--- config.mk ---
export PLATFORM = sky130hd
export DESIGN_NAME = mem_port_arbiter
export DESIGN_NICKNAME = d
export VERILOG_FILES = /design/src/rtl/mem_port_arbiter.sv
export SDC_FILE = /design/constraint.sdc
export NUM_CORES = 1
export LEC_CHECK = 0
export CAP_MARGIN = 10
export CORE_MARGIN = 4
export CORE_UTILIZATION = 23
export DETAILED_ROUTE_END_ITERATION = 16
export PLACE_DENSITY_LB_ADDON = 0.3
export SYNTH_ARGS = -nofsm -noshare
export SYNTH_HDL_FRONTEND = slang
export SYNTH_SLANG_ARGS = --single-unit
--- constraint.sdc ---
create_clock -name clk -period 3.2 [get_ports clk]
set_clock_uncertainty 0.1 [all_clocks]
set_input_delay 0.64 -clock clk [delete_from_list [all_inputs] [get_ports clk]]
set_output_delay 0.64 -clock clk [all_outputs]
set_load 0.02 [all_outputs]
--- src/rtl/mem_port_arbiter.sv ---
// Shares one single-port memory between the fetch and load/store requesters.
// Define MEM_PORT_ARBITER_RR_EN for round-robin contention; default is data priority with a fetch starvation guard.
module mem_port_arbiter #(
  parameter int WIDTH      = 32,
  parameter int ADDR       = 5,
  parameter int STARVE_MAX = 4
) (
  input  logic             clk,
  input  logic             reset,
  input  logic             if_req,
  input  logic [ADDR-1:0]  if_addr,
  output logic             if_gnt,
  output logic             if_rvalid,
  output logic [WIDTH-1:0] if_rdata,
  input  logic             d_req,
  input  logic             d_wr_en,
  input  logic [ADDR-1:0]  d_addr,
  input  logic [WIDTH-1:0] d_wdata,
  output logic             d_gnt,
  output logic             d_rvalid,
  output logic [WIDTH-1:0] d_rdata,
  output logic             mem_wr_en,
  output logic [ADDR-1:0]  mem_addr,
  output logic [WIDTH-1:0] mem_wdata,
  input  logic [WIDTH-1:0] mem_rdata,
  output logic             busy
);

  typedef enum logic [1:0] {RESP_NONE, RESP_IF, RESP_D} resp_t;

  resp_t resp_owner;
  resp_t resp_next;
  logic  both_req;
  logic  if_wins;

  assign both_req = if_req && d_req;

`ifdef MEM_PORT_ARBITER_RR_EN
  typedef enum logic {LAST_IF, LAST_D} last_t;

  last_t last_gnt;

  always_ff @(posedge clk or posedge reset) begin
    if (reset) begin
      last_gnt <= LAST_IF;
    end else if (if_gnt) begin
      last_gnt <= LAST_IF;
    end else if (d_gnt) begin
      last_gnt <= LAST_D;
    end
  end

  assign if_wins = (last_gnt == LAST_D);
`else
  localparam logic [3:0] STARVE_LIM = 4'(STARVE_MAX);

  logic [3:0] starve_cnt;

  // Counts only cycles where fetch is waiting; any grant or idle fetch clears it.
  always_ff @(posedge clk or posedge reset) begin
    if (reset) begin
      starve_cnt <= '0;
    end else if (!if_req || if_gnt) begin
      starve_cnt <= '0;
    end else if (starve_cnt < STARVE_LIM) begin
      starve_cnt <= starve_cnt + 4'd1;
    end
  end

  assign if_wins = (starve_cnt == STARVE_LIM);
`endif

  always_comb begin
    if_gnt = 1'b0;
    d_gnt  = 1'b0;
    if (!reset) begin
      if (both_req) begin
        if_gnt = if_wins;
        d_gnt  = !if_wins;
      end else begin
        if_gnt = if_req;
        d_gnt  = d_req;
      end
    end
  end

  assign busy = both_req && !reset;

  always_comb begin
    mem_wr_en = 1'b0;
    mem_addr  = '0;
    mem_wdata = '0;
    resp_next = RESP_NONE;
    if (if_gnt) begin
      mem_addr  = if_addr;
      resp_next = RESP_IF;
    end else if (d_gnt) begin
      mem_wr_en = d_wr_en;
      mem_addr  = d_addr;
      mem_wdata = d_wdata;
      resp_next = d_wr_en ? RESP_NONE : RESP_D;
    end
  end

  always_ff @(posedge clk or posedge reset) begin
    if (reset) begin
      resp_owner <= RESP_NONE;
    end else begin
      resp_owner <= resp_next;
    end
  end

  assign if_rvalid = (resp_owner == RESP_IF);
  assign d_rvalid  = (resp_owner == RESP_D);
  assign if_rdata  = if_rvalid ? mem_rdata : '0;
  assign d_rdata   = d_rvalid  ? mem_rdata : '0;

endmodule

==> results of run 1 <==
-- worst register-to-register path, delay by kind of cell, from the launching register on --
family          cells  cell delay (ns)
flops               1             0.39
buf+inv             2             0.22
compound gates      1             0.26
fa+ha+maj           1             0.19
simple gates        2             0.25
-- path summary, 6_finish.rpt --
path,start,endpoint,slack (ns),cells after the start
max in group asynchronous,reset,resp_owner[0],2.10,3
worst min register to register,starve_cnt[3],starve_cnt[3],0.45,2
worst max-delay path,reset,mem_wdata[9],0.08,6
min in group asynchronous,reset,starve_cnt[2],0.78,3
worst min-delay path,starve_cnt[3],starve_cnt[3],0.45,2
worst max register to register,starve_cnt[0],resp_owner[1],1.69,6
-- synthesized netlist by cell type --
library cell | n | area share [%]
buf_6 | 4 | 4.3
a22o_1 | 5 | 4.2
ha_1 | 2 | 2.4
and2_1 | 97 | 58
nand3b_4 | 1 | 1.9
nor2b_1 | 3 | 1.8
a21oi_1 | 2 | 0.95
nor2_1 | 2 | 0.71
a211oi_4 | 1 | 1.9
o211a_4 | 1 | 1.7
and3_1 | 1 | 0.60
inv_1 | 5 | 1.8
mux2i_1 | 1 | 0.95
clkbuf_1 | 6 | 2.1
xnor2_1 | 1 | 0.83
nor3_1 | 4 | 1.9
dfrtp_1 | 6 | 14
-- layout make-up --
cell class                 count  area, µm²
timing repair buffer         193       1930
fill                         387       1370
multi-input combinational    121        815
sequential                     6        150
tap                           52       65.1
clock buffer                   3       41.3
inverter                       5       18.8
-- where the power goes --
part           internal (mW)  total, mW  switching (mW)
Clock                 0.0807      0.112          0.0312
Combinational          0.193      0.319           0.127
Sequential            0.0801     0.0827         0.00268
-- stage by stage --
stage | total power [mW] | setup slack [ns]
5_1_grt | 0.546 | 0.00272
3_3_place_gp | 0.403 | 0.0988
6_report | 0.514 | 0.0835
2_1_floorplan | 0.207 | 0.960
4_1_cts | 0.525 | 0.0646
3_5_place_dp | 0.407 | 0.0740
-- cell families (layout without fill, tap and decap cells) --
kind of cell / Yosys count / in the layout
AOI/OAI and AO/OA: 9 / 9
xor gates and xnor gates: 1 / 1
adders and majority gates: 2 / 2
buffers and inverters: 15 / 201
DFF: 6 / 6
muxes: 1 / 1
and+or+nand+nor: 108 / 108
-- routing by layer --
metal / wire, µm / track usage [%] / up-vias
li1: - / - / 814
met1: 1460 / 13.1 / 703
met2: 2880 / 33.7 / 112
met3: 892 / 8.18 / 2
met4: 34 / 5.24 / 0
met5: 0 / 0 / -
-- sequential cells by signal, indices dropped and copies added, names as in the netlist --
signal	count
resp_owner	2
starve_cnt	4
-- repair_timing --
action | CTS | global route
setup endpoints to repair | 0 | 1
buffers inserted | 0 | 0
resized for setup | 0 | 1
==> results.json, run 1 <==
{
  "yosys.area_share.simple_pct": 64.6,
  "cts_hold_buf": 0,
  "synthAdderAreaFrac_pct": 2.38,
  "synth-seq-cells": 6,
  "utilization_pct": 68.8,
  "dp_cells": 377,
  "postSynthCellCount": 142,
  "worst_setup_path_start_kind": "input pin",
  "endpoint_kind": "primary output",
  "synth_area_per_cell_um2": 7.40,
  "whs_ns": 0.449,
  "dp_hpwl_mm": 4.78,
  "slowest_delay_ns": 0.63,
  "path_max_fanout": 13,
  "start_util_pct": 24.0,
  "drive_above_1_share_pct": 4.27,
  "drt-vias-per-instance": 4.29,
  "yosysWarningCount": 0,
  "antenna_found_initial": 0,
  "antennaDiodeCount": 0,
  "syn2layout_area_growth_pct": 187,
  "io_pins": 186,
  "drtIter0Drc": 28,
  "crit_required_ns": 2.46,
  "finalMaxSlewViolations": 0,
  "overflow": 0,
  "clk_pin_slew_ns": 0.04,
  "powerDensity_nw_per_um2": 170,
  "fmax_mhz": 321,
  "path_common_cell": "clkdlybuf4s50_1",
  "cts_root_buffer": "clkbuf_8",
  "synth-compound-area-share_pct": 8.69,
  "crit_type": "input pin to primary output",
  "netlist_area_um2": 1050,
  "layout_common_cells": "184 x clkdlybuf4s50_1, 97 x and2_1, 7 x buf_4",
  "chipWidth_um": 75.6,
  "yosysUniqueCellTypes": 17,
  "period_share_pct": 97.4,
  "cts_tree": "built",
  "finalSetupViolations": 0,
  "arrival_ns": 2.38,
  "crit_chain": "clkdlybuf4s50_1 -> inv_1 -> o211a_4 -> buf_4 -> and2_1 -> clkdlybuf4s50_1",
  "synthXorXnorAreaFrac_pct": 0.833,
  "critical_path.slowest_cell": "clkdlybuf4s50_1",
  "ir_worst_vdd_mv": 0.107,
  "first_pass_iters": 4,
  "wl_mm": 5.26,
  "grt_pass1_wl_mm": 7.19,
  "dieHeight_um": 75.6,
  "clk_path_buf_depth": 2,
  "ant_nets": 0,
  "path_buf_inv": 4,
  "drc": 0,
  "fin_area_um2": 3020,
  "status": "completed",
  "dr_total_vias": 1631,
  "hp-class": "register to register",
  "synth_mux_area_share_pct": 0.952,
  "core_region_area_um2": 4380,
  "htree_levels": 1,
  "grt_max_degree": 34,
  "gp_congestion": 0.714,
  "cap_violations": 0,
  "cts_buffers": 3,
  "slew_headroom_pct": 82.1,
  "final_cells": 380,
  "placementRows": 24,
  "io_buffers": 185,
  "post_drt_wl_per_cell_um": 13.8,
  "synth_top_family_by_area": "simple AND/OR/NAND/NOR gates",
  "clock_latency_ns": 0.22,
  "fin_crit_ns": 3.12,
  "crit_family": "buffers and inverters",
  "seq_area_frac_synth_pct": 14.3,
  "grt_pass1_vias": 1564,
  "num-nets-final": 411,
  "hold_violations": 0,
  "tightest_slew_ns": 0.268,
  "syn_nets": 223,
  "clkSinkCount": 6,
  "placed_cell_area_um2": 2970,
  "die-area_um2": 5720,
  "rsz0062_at_grt": "no",
  "final_common_cell": "clkdlybuf4s50_1",
  "grt_usage_pct": 16.4,
  "fin_tns_setup_ns": 0,
  "p_leak_nw": 1.23
}
No activity file was read; power rests on OpenSTA's default activity.
==> run 2, diff against run 1 <==
ABC_CLOCK_PERIOD_IN_PS = 3200   (was not set)
==> results of run 2 <==
Final layout, timing and power as in run 1 (identical DEF).
==> run 3, diff against run 2 <==
SETUP_SLACK_MARGIN = 0.1   (was not set)
==> run 3 against run 2 <==
Effect of this change: design area up 2.3%; total power down 1.1%; fmax up 5.2%; critical path type unchanged; highest routed layer unchanged; sequential share of layout area down 0.11 points; critical path depth down 1; count of clock-buffer cells in the layout unchanged; hold slack unchanged; via count up 0.43%; cell count unchanged; routed wire length up 1.4%; first-iteration DRC count down 3.6%.
==> results.json, run 3 (synthesis gave the netlist of run 1 again) <==
{
  "layout_common_cells": "147 x clkdlybuf4s50_1, 97 x and2_1, 32 x dlymetal6s2s_1",
  "p_sw_mw": 0.160,
  "drtIter0Drc": 27,
  "endpoint_kind": "primary output",
  "dr_total_vias": 1638,
  "antenna_found_initial": 0,
  "clock_latency_ns": 0.22,
  "first_pass_iters": 4,
  "placed_cell_area_um2": 2970,
  "htree_levels": 1,
  "drc": 0,
  "slew_headroom_pct": 81.8,
  "arrival_ns": 2.22,
  "num-nets-final": 411,
  "finalMaxSlewViolations": 0,
  "core_region_area_um2": 4380,
  "ant_nets": 0,
  "io_buffers": 185,
  "finalSetupViolations": 0,
  "r2r_end": "resp_owner[1]",
  "fin_area_um2": 3090,
  "cts_root_buffer": "clkbuf_8",
  "utilization_pct": 70.4,
  "die-area_um2": 5720,
  "ir_worst_vdd_mv": 0.106,
  "grt_usage_pct": 16.4,
  "worst_setup_path_start_kind": "input pin",
  "drive_above_1_share_pct": 4.27,
  "overflow": 0,
  "fin_tns_setup_ns": 0,
  "cap_violations": 0,
  "p_sw_share_pct": 31.6,
  "crit_required_ns": 2.46,
  "path_max_fanout": 13,
  "syn2layout_area_growth_pct": 194,
  "tightest_slew_ns": 0.274,
  "chipWidth_um": 75.6,
  "dp_hpwl_mm": 4.78,
  "cts_buffers": 3,
  "cts_tree": "built",
  "top_regs": "starve_cnt x4, resp_owner x2",
  "powerDensity_nw_per_um2": 165,
  "hold_violations": 0,
  "hp-class": "register to register",
  "whs_endpoint": "starve_cnt[3]",
  "dieHeight_um": 75.6,
  "wl_mm": 5.34,
  "regToRegStartpoint": "starve_cnt[0]",
  "start_util_pct": 24.0,
  "reg2reg_slack_ns": 1.69,
  "clk_path_buf_depth": 2,
  "p_int_mw": 0.348,
  "final_common_cell": "clkdlybuf4s50_1",
  "clk_pin_slew_ns": 0.04,
  "p_comb_share_pct": 61.7,
  "rsz0062_at_grt": "no",
  "grt_max_degree": 34,
  "io_pins": 186,
  "crit_type": "input pin to primary output",
  "status": "completed",
  "period_share_pct": 92.6,
  "min_path_cells": 2,
  "grt_pass1_vias": 1564,
  "drt-vias-per-instance": 4.31,
  "clock_power_share_pct": 22.1,
  "fin_crit_ns": 2.96,
  "grt_pass1_wl_mm": 7.19,
  "r2r_cells": 6,
  "gp_congestion": 0.714,
  "placementRows": 24,
  "largest_register_ffs": 4,
  "fmax_mhz": 337,
  "clkSinkCount": 6,
  "post_drt_wl_per_cell_um": 14.0,
  "seqPwrFrac_pct": 16.3,
  "antennaDiodeCount": 0,
  "p_leak_nw": 1.76,
  "holdCritStartpoint": "starve_cnt[3]",
  "top_register": "starve_cnt"
}
## run 3: worst max path at each step
stage,depth (start not counted),startpoint,slack (ns),end
2_1_floorplan,5,starve_cnt[0],0.96,mem_addr[0]
3_3_place_gp,6,if_req,0.1,mem_wdata[9]
3_5_place_dp,6,reset,0.07,mem_wdata[7]
4_1_cts,6,if_req,0.10,mem_addr[3]
5_1_grt,5,if_req,0.17,if_gnt
6_report,5,reset,0.24,d_gnt
## run 3: worst max-delay path, cell delays in order
cell and delay [ns]:
clkdlybuf4s50_1 0.50, inv_1 0.13, o211a_4 0.17, buf_4 0.16
clkdlybuf4s50_1 0.62
## run 3: what timing repair did
| item | 4_1_cts | 5_1_grt |
|---|---|---|
| gates resized for setup | 6 | 32 |
| hold buffers | 0 | 0 |
| setup buffers | 0 | 0 |
| setup endpoints to repair | 6 | 32 |
## run 3: layout make-up
| cell class | instances | area [µm²] |
|---|---|---|
| well taps | 52 | 65.1 |
| fillers | 373 | 1300 |
| multi-input cells | 121 | 815 |
| repair buffers | 193 | 2000 |
| clock buffers | 3 | 41.3 |
| inverters | 5 | 18.8 |
| flip-flops and latches | 6 | 150 |
## run 3: power by group through the flow
stage                     clock [mW]  combinational (mW)  sequential [mW]
after floorplan                    0               0.123           0.0833
after global placement             0               0.320           0.0835
after detailed placement           0               0.323           0.0838
after CTS                      0.118               0.322           0.0828
after global routing           0.121               0.335           0.0835
final                          0.112               0.313           0.0827
## run 3: per-layer routing
metal | part of all wire (%) | GRT usage, %
met1 | 27 | 13.1
met2 | 55 | 33.7
met3 | 17 | 8.18
met4 | 0.64 | 5.24
met5 | 0 | 0
## run 3: through the flow
stage	hold slack (ns)	power [mW]	instances	setup WS, ns
6_report	0.449	0.508	380	0.237
5_1_grt	0.497	0.540	380	0.167
4_1_cts	0.453	0.522	380	0.102
3_5_place_dp	0.448	0.407	377	0.0740
3_3_place_gp	0.437	0.403	377	0.0988
2_1_floorplan	0.352	0.207	142	0.960
